### src/rtl/program_loader_pkg.sv
// Shared CPU-side definitions for the program loader: FSM state encoding and
// the byte / instruction / address widths used by the loader and its assembler.
package program_loader_pkg;

    localparam int BYTE_W  = 8;
    localparam int INSTR_W = 18;
    localparam int ADDR_W  = 16;

    typedef enum logic [2:0] {
        COUNT_HI,
        COUNT_LO,
        DATA,
        CHECK,
        DONE,
        ERROR
    } loaderState_t;

endpackage

### src/rtl/program_loader_instr_assembler.sv
// Packs payload byte triples into 18-bit instruction words and emits a
// one-cycle registered word strobe after the third byte of each triple.
module instr_assembler
    import program_loader_pkg::*;
(
    input  logic               i_clock,
    input  logic               i_reset_n,
    input  logic [0:BYTE_W-1]  i_byte,
    input  logic               i_take,
    output logic               o_lastSlot,
    output logic [0:INSTR_W-1] o_word,
    output logic               o_wordValid
);

    logic [1:0]        slot;
    logic [0:1]        hiBits;
    logic [0:BYTE_W-1] midByte;

    assign o_lastSlot = (slot == 2'd2);

    // Partial triples are discarded by reset: slot returns to 0 and no strobe fires.
    always_ff @(posedge i_clock) begin
        if (!i_reset_n) begin
            slot        <= 2'd0;
            hiBits      <= '0;
            midByte     <= '0;
            o_word      <= '0;
            o_wordValid <= 1'b0;
        end else begin
            o_wordValid <= 1'b0;
            if (i_take) begin
                case (slot)
                    2'd0: begin
                        hiBits <= i_byte[6:7];
                        slot   <= 2'd1;
                    end
                    2'd1: begin
                        midByte <= i_byte;
                        slot    <= 2'd2;
                    end
                    default: begin
                        o_word      <= {hiBits, midByte, i_byte};
                        o_wordValid <= 1'b1;
                        slot        <= 2'd0;
                    end
                endcase
            end
        end
    end

endmodule

### src/rtl/program_loader.sv
// Boot-time program loader: parses a counted, checksummed byte stream into
// 18-bit program memory writes and holds the CPU until a good load completes.
module program_loader
    import program_loader_pkg::*;
#(
    parameter int MAX_WORDS = 65535
)
(
    input  logic               i_clock,
    input  logic               i_reset_n,
    input  logic [0:BYTE_W-1]  i_byte,
    input  logic               i_byteValid,
    output logic               o_byteReady,
    output logic [0:ADDR_W-1]  o_memAddr,
    output logic [0:INSTR_W-1] o_memData,
    output logic               o_memWrite,
    output logic               o_cpuHalt,
    output logic               o_done,
    output logic               o_error
);

    loaderState_t      state, nextState;
    logic [0:BYTE_W-1] countHi, checksum;
    logic [0:ADDR_W-1] wordTotal, wordCount, countWord;
    logic              transfer, assembleTake, lastSlot, lastWord, countBad;
    logic              readyNext, haltNext, doneNext, errorNext;

    assign transfer     = i_byteValid && o_byteReady;
    assign assembleTake = transfer && (state == DATA);
    assign countWord    = {countHi, i_byte};
    assign countBad     = (countWord == '0) || (32'(countWord) > 32'(MAX_WORDS));
    assign lastWord     = (wordCount == wordTotal - 16'd1);

    instr_assembler u_assembler (
        .i_clock     (i_clock),
        .i_reset_n   (i_reset_n),
        .i_byte      (i_byte),
        .i_take      (assembleTake),
        .o_lastSlot  (lastSlot),
        .o_word      (o_memData),
        .o_wordValid (o_memWrite)
    );

    always_ff @(posedge i_clock) begin
        if (!i_reset_n) begin
            countHi   <= '0;
            checksum  <= '0;
            wordTotal <= '0;
            wordCount <= '0;
            o_memAddr <= '0;
        end else begin
            if (transfer && state == COUNT_HI) countHi <= i_byte;
            if (transfer && state == COUNT_LO) wordTotal <= countWord;
            if (transfer && (state inside {COUNT_HI, COUNT_LO, DATA}))
                checksum <= checksum ^ i_byte;
            if (assembleTake && lastSlot) wordCount <= wordCount + 16'd1;
            if (o_memWrite) o_memAddr <= o_memAddr + 16'd1;
        end
    end

    always_ff @(posedge i_clock) begin
        if (!i_reset_n) begin
            state       <= COUNT_HI;
            o_byteReady <= 1'b0;
            o_cpuHalt   <= 1'b1;
            o_done      <= 1'b0;
            o_error     <= 1'b0;
        end else begin
            state       <= nextState;
            o_byteReady <= readyNext;
            o_cpuHalt   <= haltNext;
            o_done      <= doneNext;
            o_error     <= errorNext;
        end
    end

    // CHECK is entered on the last payload byte so a checksum byte arriving
    // during the final write cycle is still consumed at full throughput.
    always_comb begin
        nextState = state;
        case (state)
            COUNT_HI: if (transfer) nextState = COUNT_LO;
            COUNT_LO: if (transfer) nextState = countBad ? ERROR : DATA;
            DATA:     if (assembleTake && lastSlot && lastWord) nextState = CHECK;
            CHECK:    if (transfer) nextState = (i_byte == checksum) ? DONE : ERROR;
            default:  nextState = state;
        endcase
    end

    always_comb begin
        readyNext = !(nextState inside {DONE, ERROR});
        haltNext  = (nextState != DONE);
        doneNext  = (nextState == DONE);
        errorNext = (nextState == ERROR);
    end

endmodule

### config.mk
export PLATFORM = sky130hd
export DESIGN_NAME = program_loader
export DESIGN_NICKNAME = d
export VERILOG_FILES = /design/src/rtl/program_loader_pkg.sv /design/src/rtl/program_loader_instr_assembler.sv /design/src/rtl/program_loader.sv
export SDC_FILE = /design/constraint.sdc
export NUM_CORES = 1
export LEC_CHECK = 0
export CAP_MARGIN = 5
export CORE_UTILIZATION = 60
export CTS_CLUSTER_DIAMETER = 80
export DETAILED_ROUTE_END_ITERATION = 10
export DONT_BUFFER_PORTS = 1
export GPL_ROUTABILITY_DRIVEN = 0
export MAX_ROUTING_LAYER = met4
export PLACE_DENSITY = 0.76
export SLEW_MARGIN = 20
export SYNTH_ARGS = -nofsm -noshare
export SYNTH_HDL_FRONTEND = slang
export SYNTH_SLANG_ARGS = --single-unit
### constraint.sdc
create_clock -name i_clock -period 4.1 [get_ports i_clock]
set_clock_uncertainty 0.1 [all_clocks]
set_input_delay 0.82 -clock i_clock [delete_from_list [all_inputs] [get_ports i_clock]]
set_output_delay 0.82 -clock i_clock [all_outputs]
set_load 0.01 [all_outputs]
==> metrics.md <==
| Metric | Value |
|---|---|
| Run status | `finished clean` |
| Most numerous cell in the Yosys netlist | `sky130_fd_sc_hd__dfxtp_1` |
| Unrepaired setup endpoints after global routing | `false` |
| Number of placed I/O pins | `50` |
| Clock-pin slew on the worst setup and hold paths | `100 ps` |
| Endpoints failing setup | `0` |
| Largest delay share family, worst path | `simple AND/OR/NAND/NOR gates` |
| Synthesized Nets | `535` |
| Violation count after the first detailed-route iteration | `192` |
| TritonCTS clock tree | `yes` |
| Skew-Pair Late Insertion Delay | `370 ps` |
| Syn Std Cell Area | `0.00456 sq mm` |
| Synth Instances | `521` |
| Die area | `0.00795 sq mm` |
| Actual slew at the worst max-slew pin | `1080 ps` |
| Sequential element share of the synthesized area | `44.8%` |
| Leakage power | `1.72 nW` |
| Fin crit period | `2620 ps` |
| Synthesized area per cell | `8.75 sq um` |
| Number of vias in the routed layout | `3469` |
| Final slew viol count | `0` |
| R2r startpoint | `state[1]` |
| Cell-by-cell listing of the critical path | `or3b_1 > nor3_4 > and4_1 > nand2_4 > or3_1 > a21oi_1` |
| Buffers plus inverters on the worst setup path | `0` |
| Fmax | `382 MHz` |
| Share of synthesized flip-flops with an asynchronous set or reset | `0%` |
| Min-Delay Startpoint | `u_assembler.midByte[2]` |
| Layout cells sized above 1 | `5.92%` |
| DRC violation count after routing | `0` |
| Data required time of the critical path | `4300 ps` |
| Highest cell delay on the worst timing path | `510 ps` |
| Hold-critical path endpoint | `u_assembler.o_word[4]` |
| DP Worst Slack | `1550 ps` |
| Number of warnings issued by yosys | `0` |
| Worst ir drop on vdd | `0.269 mV` |
| Average detailed-routed wire length per instance | `15.8 um` |
| Number of H-tree levels | `3` |
| Global-route wire length before repair | `15300 um` |
| Remaining max-slew budget at the tightest pin | `27.4%` |
| Number of iterations in the first detailed-routing pass | `5` |
| Cell accounting for the most synthesized area | `sky130_fd_sc_hd__dfxtp_1` |
| Final global-route overflow total | `0` |
| Width of the die | `89.2 um` |
| Max capacitance violation total | `0` |
| Number of global-route vias before repair | `3188` |
| Share of Yosys cell area claimed by the top area cell type | `44.8%` |
| Antenna fix cells | `0` |
| Post-synthesis register bit count | `102` |
| Number of buffers added by the clock tree synthesis step | `9` |
| Final worst-path setup slack | `1480 ps` |
| Final-stage net count | `516` |
| Post-detailed-routing wire length | `9550 um` |
| Kind of critical path | `flip-flop to flip-flop` |
| Register area | `0.00204 sq mm` |
| Sort of element at the start of the critical path | `flip-flop` |
| Reg2reg path depth | `6` |
| Maximum fanout along the worst path | `8` |
| Number of hold-slack violations in the final timing report | `0` |
| Most frequent cells after synthesis | `sky130_fd_sc_hd__dfxtp_1 (102), sky130_fd_sc_hd__nor2_1 (85), sky130_fd_sc_hd__nand2_1 (66)` |
| Nature of the critical path endpoint | `flip-flop` |
| Hold Crit Depth | `2` |
| Post-cts hold buffer count | `0` |
| Initial cell density of the core | `62.5%` |
| Destination of the worst register-to-register timing path | `wordCount[0]` |
| Max stage delay cell, worst path | `sky130_fd_sc_hd__or3b_1` |
| Cell variety after synth | `50` |
| Port Buffer Count | `0` |
| Ratio of total power to cell area | `359 mW/mm^2` |
| Placeable core region | `0.00729 sq mm` |
| Most used flip-flop cell after synthesis | `sky130_fd_sc_hd__dfxtp_1` |
| Largest net degree at the start of global routing | `61` |
| Number of core rows | `31` |
| Worst reg-to-reg setup slack | `1480 ps` |
| Remaining number of nets flagged by the antenna check after routing | `0` |
| Number of fill cells in the layout | `647` |
| Die outline height | `89.2 um` |
| Number of setup buffers added after CTS | `0` |
| Count of flip-flops with a built-in enable after synthesis | `0` |
| Vias/cell | `5.72` |
| GRT Util Overall | `26.2%` |
| Footprint of the multi-input gates | `0.00236 sq mm` |
| Setup TNS | `0 ps` |
| Part of the cycle the worst path needs | `63.9%` |
| Maximum buffer depth of the clock tree | `2` |
| Clock tree root driver cell | `sky130_fd_sc_hd__clkbuf_8` |
| Leading post-synthesis cells by cell area | `sky130_fd_sc_hd__dfxtp_1 (45%), sky130_fd_sc_hd__mux2i_1 (8.3%), sky130_fd_sc_hd__xor2_1 (8.1%)` |
| Number of antenna violations at the first check in global routing | `0` |
| Detailed-placement wirelength estimate | `6650 um` |
| Post-route insts no fill | `606` |
| Classification of the worst-slack hold path | `flip-flop to flip-flop` |
| Arrival @ worst endpoint | `2820 ps` |
| Placed Cells | `590` |
| CTS sink cnt | `102` |
| Post-synthesis to final-layout area growth | `4.50%` |
| Post-CTS Resized | `0` |
==> logic make-up after synthesis <==
kind of cell	share of synthesized area (%)
mux	8.59
xor+xnor	13.0
compound gates	6.07
buf+inv	3.65
simple gates	23.1
fa+ha+maj	0.824
flops	44.8
==> how the worst max path moves through the flow <==
stage	from	end	slack, ps	depth (start not counted)
5_1_grt	wordTotal[15]	state[0]	1270	8
2_1_floorplan	i_byte[7]	o_done	1660	7
4_1_cts	state[1]	wordCount[0]	1530	6
3_3_place_gp	i_byteValid	wordCount[0]	1600	6
3_5_place_dp	i_byteValid	wordCount[0]	1550	6
6_report	state[1]	wordCount[0]	1480	6
==> layout make-up <==
class,count,share of cell area [%]
tap,99,2.60
timing repair buffer,5,0.788
sequential,102,42.9
multi-input combinational,379,49.5
clock inverter,6,1.16
inverter,5,0.394
clock buffer,10,2.68
==> layout by cell type (no fill, tap or decap), types with 2 or more instances in the layout <==
master	count
sky130_fd_sc_hd__mux2i_1	38
sky130_fd_sc_hd__o22ai_1	2
sky130_fd_sc_hd__clkbuf_8	9
sky130_fd_sc_hd__xnor2_1	23
sky130_fd_sc_hd__a211oi_1	2
sky130_fd_sc_hd__or4_1	2
sky130_fd_sc_hd__nor2_1	85
sky130_fd_sc_hd__clkinvlp_4	2
sky130_fd_sc_hd__nor3_1	8
sky130_fd_sc_hd__or3_1	3
sky130_fd_sc_hd__nor4_1	7
sky130_fd_sc_hd__nand3_1	9
sky130_fd_sc_hd__and2_1	2
sky130_fd_sc_hd__clkinv_4	2
sky130_fd_sc_hd__nor3b_1	4
sky130_fd_sc_hd__ha_1	3
sky130_fd_sc_hd__a2111oi_0	2
sky130_fd_sc_hd__inv_8	2
sky130_fd_sc_hd__o21ai_0	6
sky130_fd_sc_hd__nand4_1	18
sky130_fd_sc_hd__and3_1	4
sky130_fd_sc_hd__and4_1	3
sky130_fd_sc_hd__a21oi_1	27
sky130_fd_sc_hd__nand2_1	66
sky130_fd_sc_hd__dfxtp_1	102
sky130_fd_sc_hd__or2_2	2
sky130_fd_sc_hd__inv_1	4
sky130_fd_sc_hd__xor2_1	42
sky130_fd_sc_hd__or3b_2	2
sky130_fd_sc_hd__buf_4	5
==> registers in the layout, summed over array words and instances, names as in the netlist <==
register,flops
u_assembler.midByte,8
u_assembler.hiBits,2
countHi,8
wordTotal,16
o_cpuHalt,1
wordCount,16
checksum,8
o_error,1
o_done,1
state,3
u_assembler.o_word,18
o_byteReady,1
u_assembler.slot,2
u_assembler.o_wordValid,1
o_memAddr,16
==> power breakdown <==
group          switching (mW)  internal (mW)  total [mW]
Clock                   0.360          0.231       0.592
Combinational          0.0556         0.0425      0.0980
Sequential             0.0150           1.00        1.02
==> tightest hold or removal path, cell delays in order (launching register included) <==
cell and delay [ps]:
sky130_fd_sc_hd__dfxtp_1 320, sky130_fd_sc_hd__nand2_1 50, sky130_fd_sc_hd__a21oi_1 50
==> per-stage QoR <==
step / hold WS (ps) / instance area [sq um] / utilization (%) / total power [mW]
3_5_place_dp: 348 / 4570 / 62.7 / 1.14
2_1_floorplan: 331 / 4560 / - / 1.13
3_3_place_gp: 340 / 4570 / 62.7 / 1.13
6_report: 355 / 4760 / 65.3 / 1.71
4_1_cts: 359 / 4750 / 65.2 / 1.72
5_1_grt: 387 / 4760 / 65.3 / 1.77
==> layer usage <==
layer | wire length, um | vias to the layer above | GRT usage (%)
met5 | 0 | - | -
met4 | 202 | 0 | 10.2
met3 | 522 | 23 | 6.19
met2 | 4490 | 92 | 40.3
met1 | 4340 | 1647 | 33.3
li1 | - | 1707 | -
(Power assumes the default switching activity.)
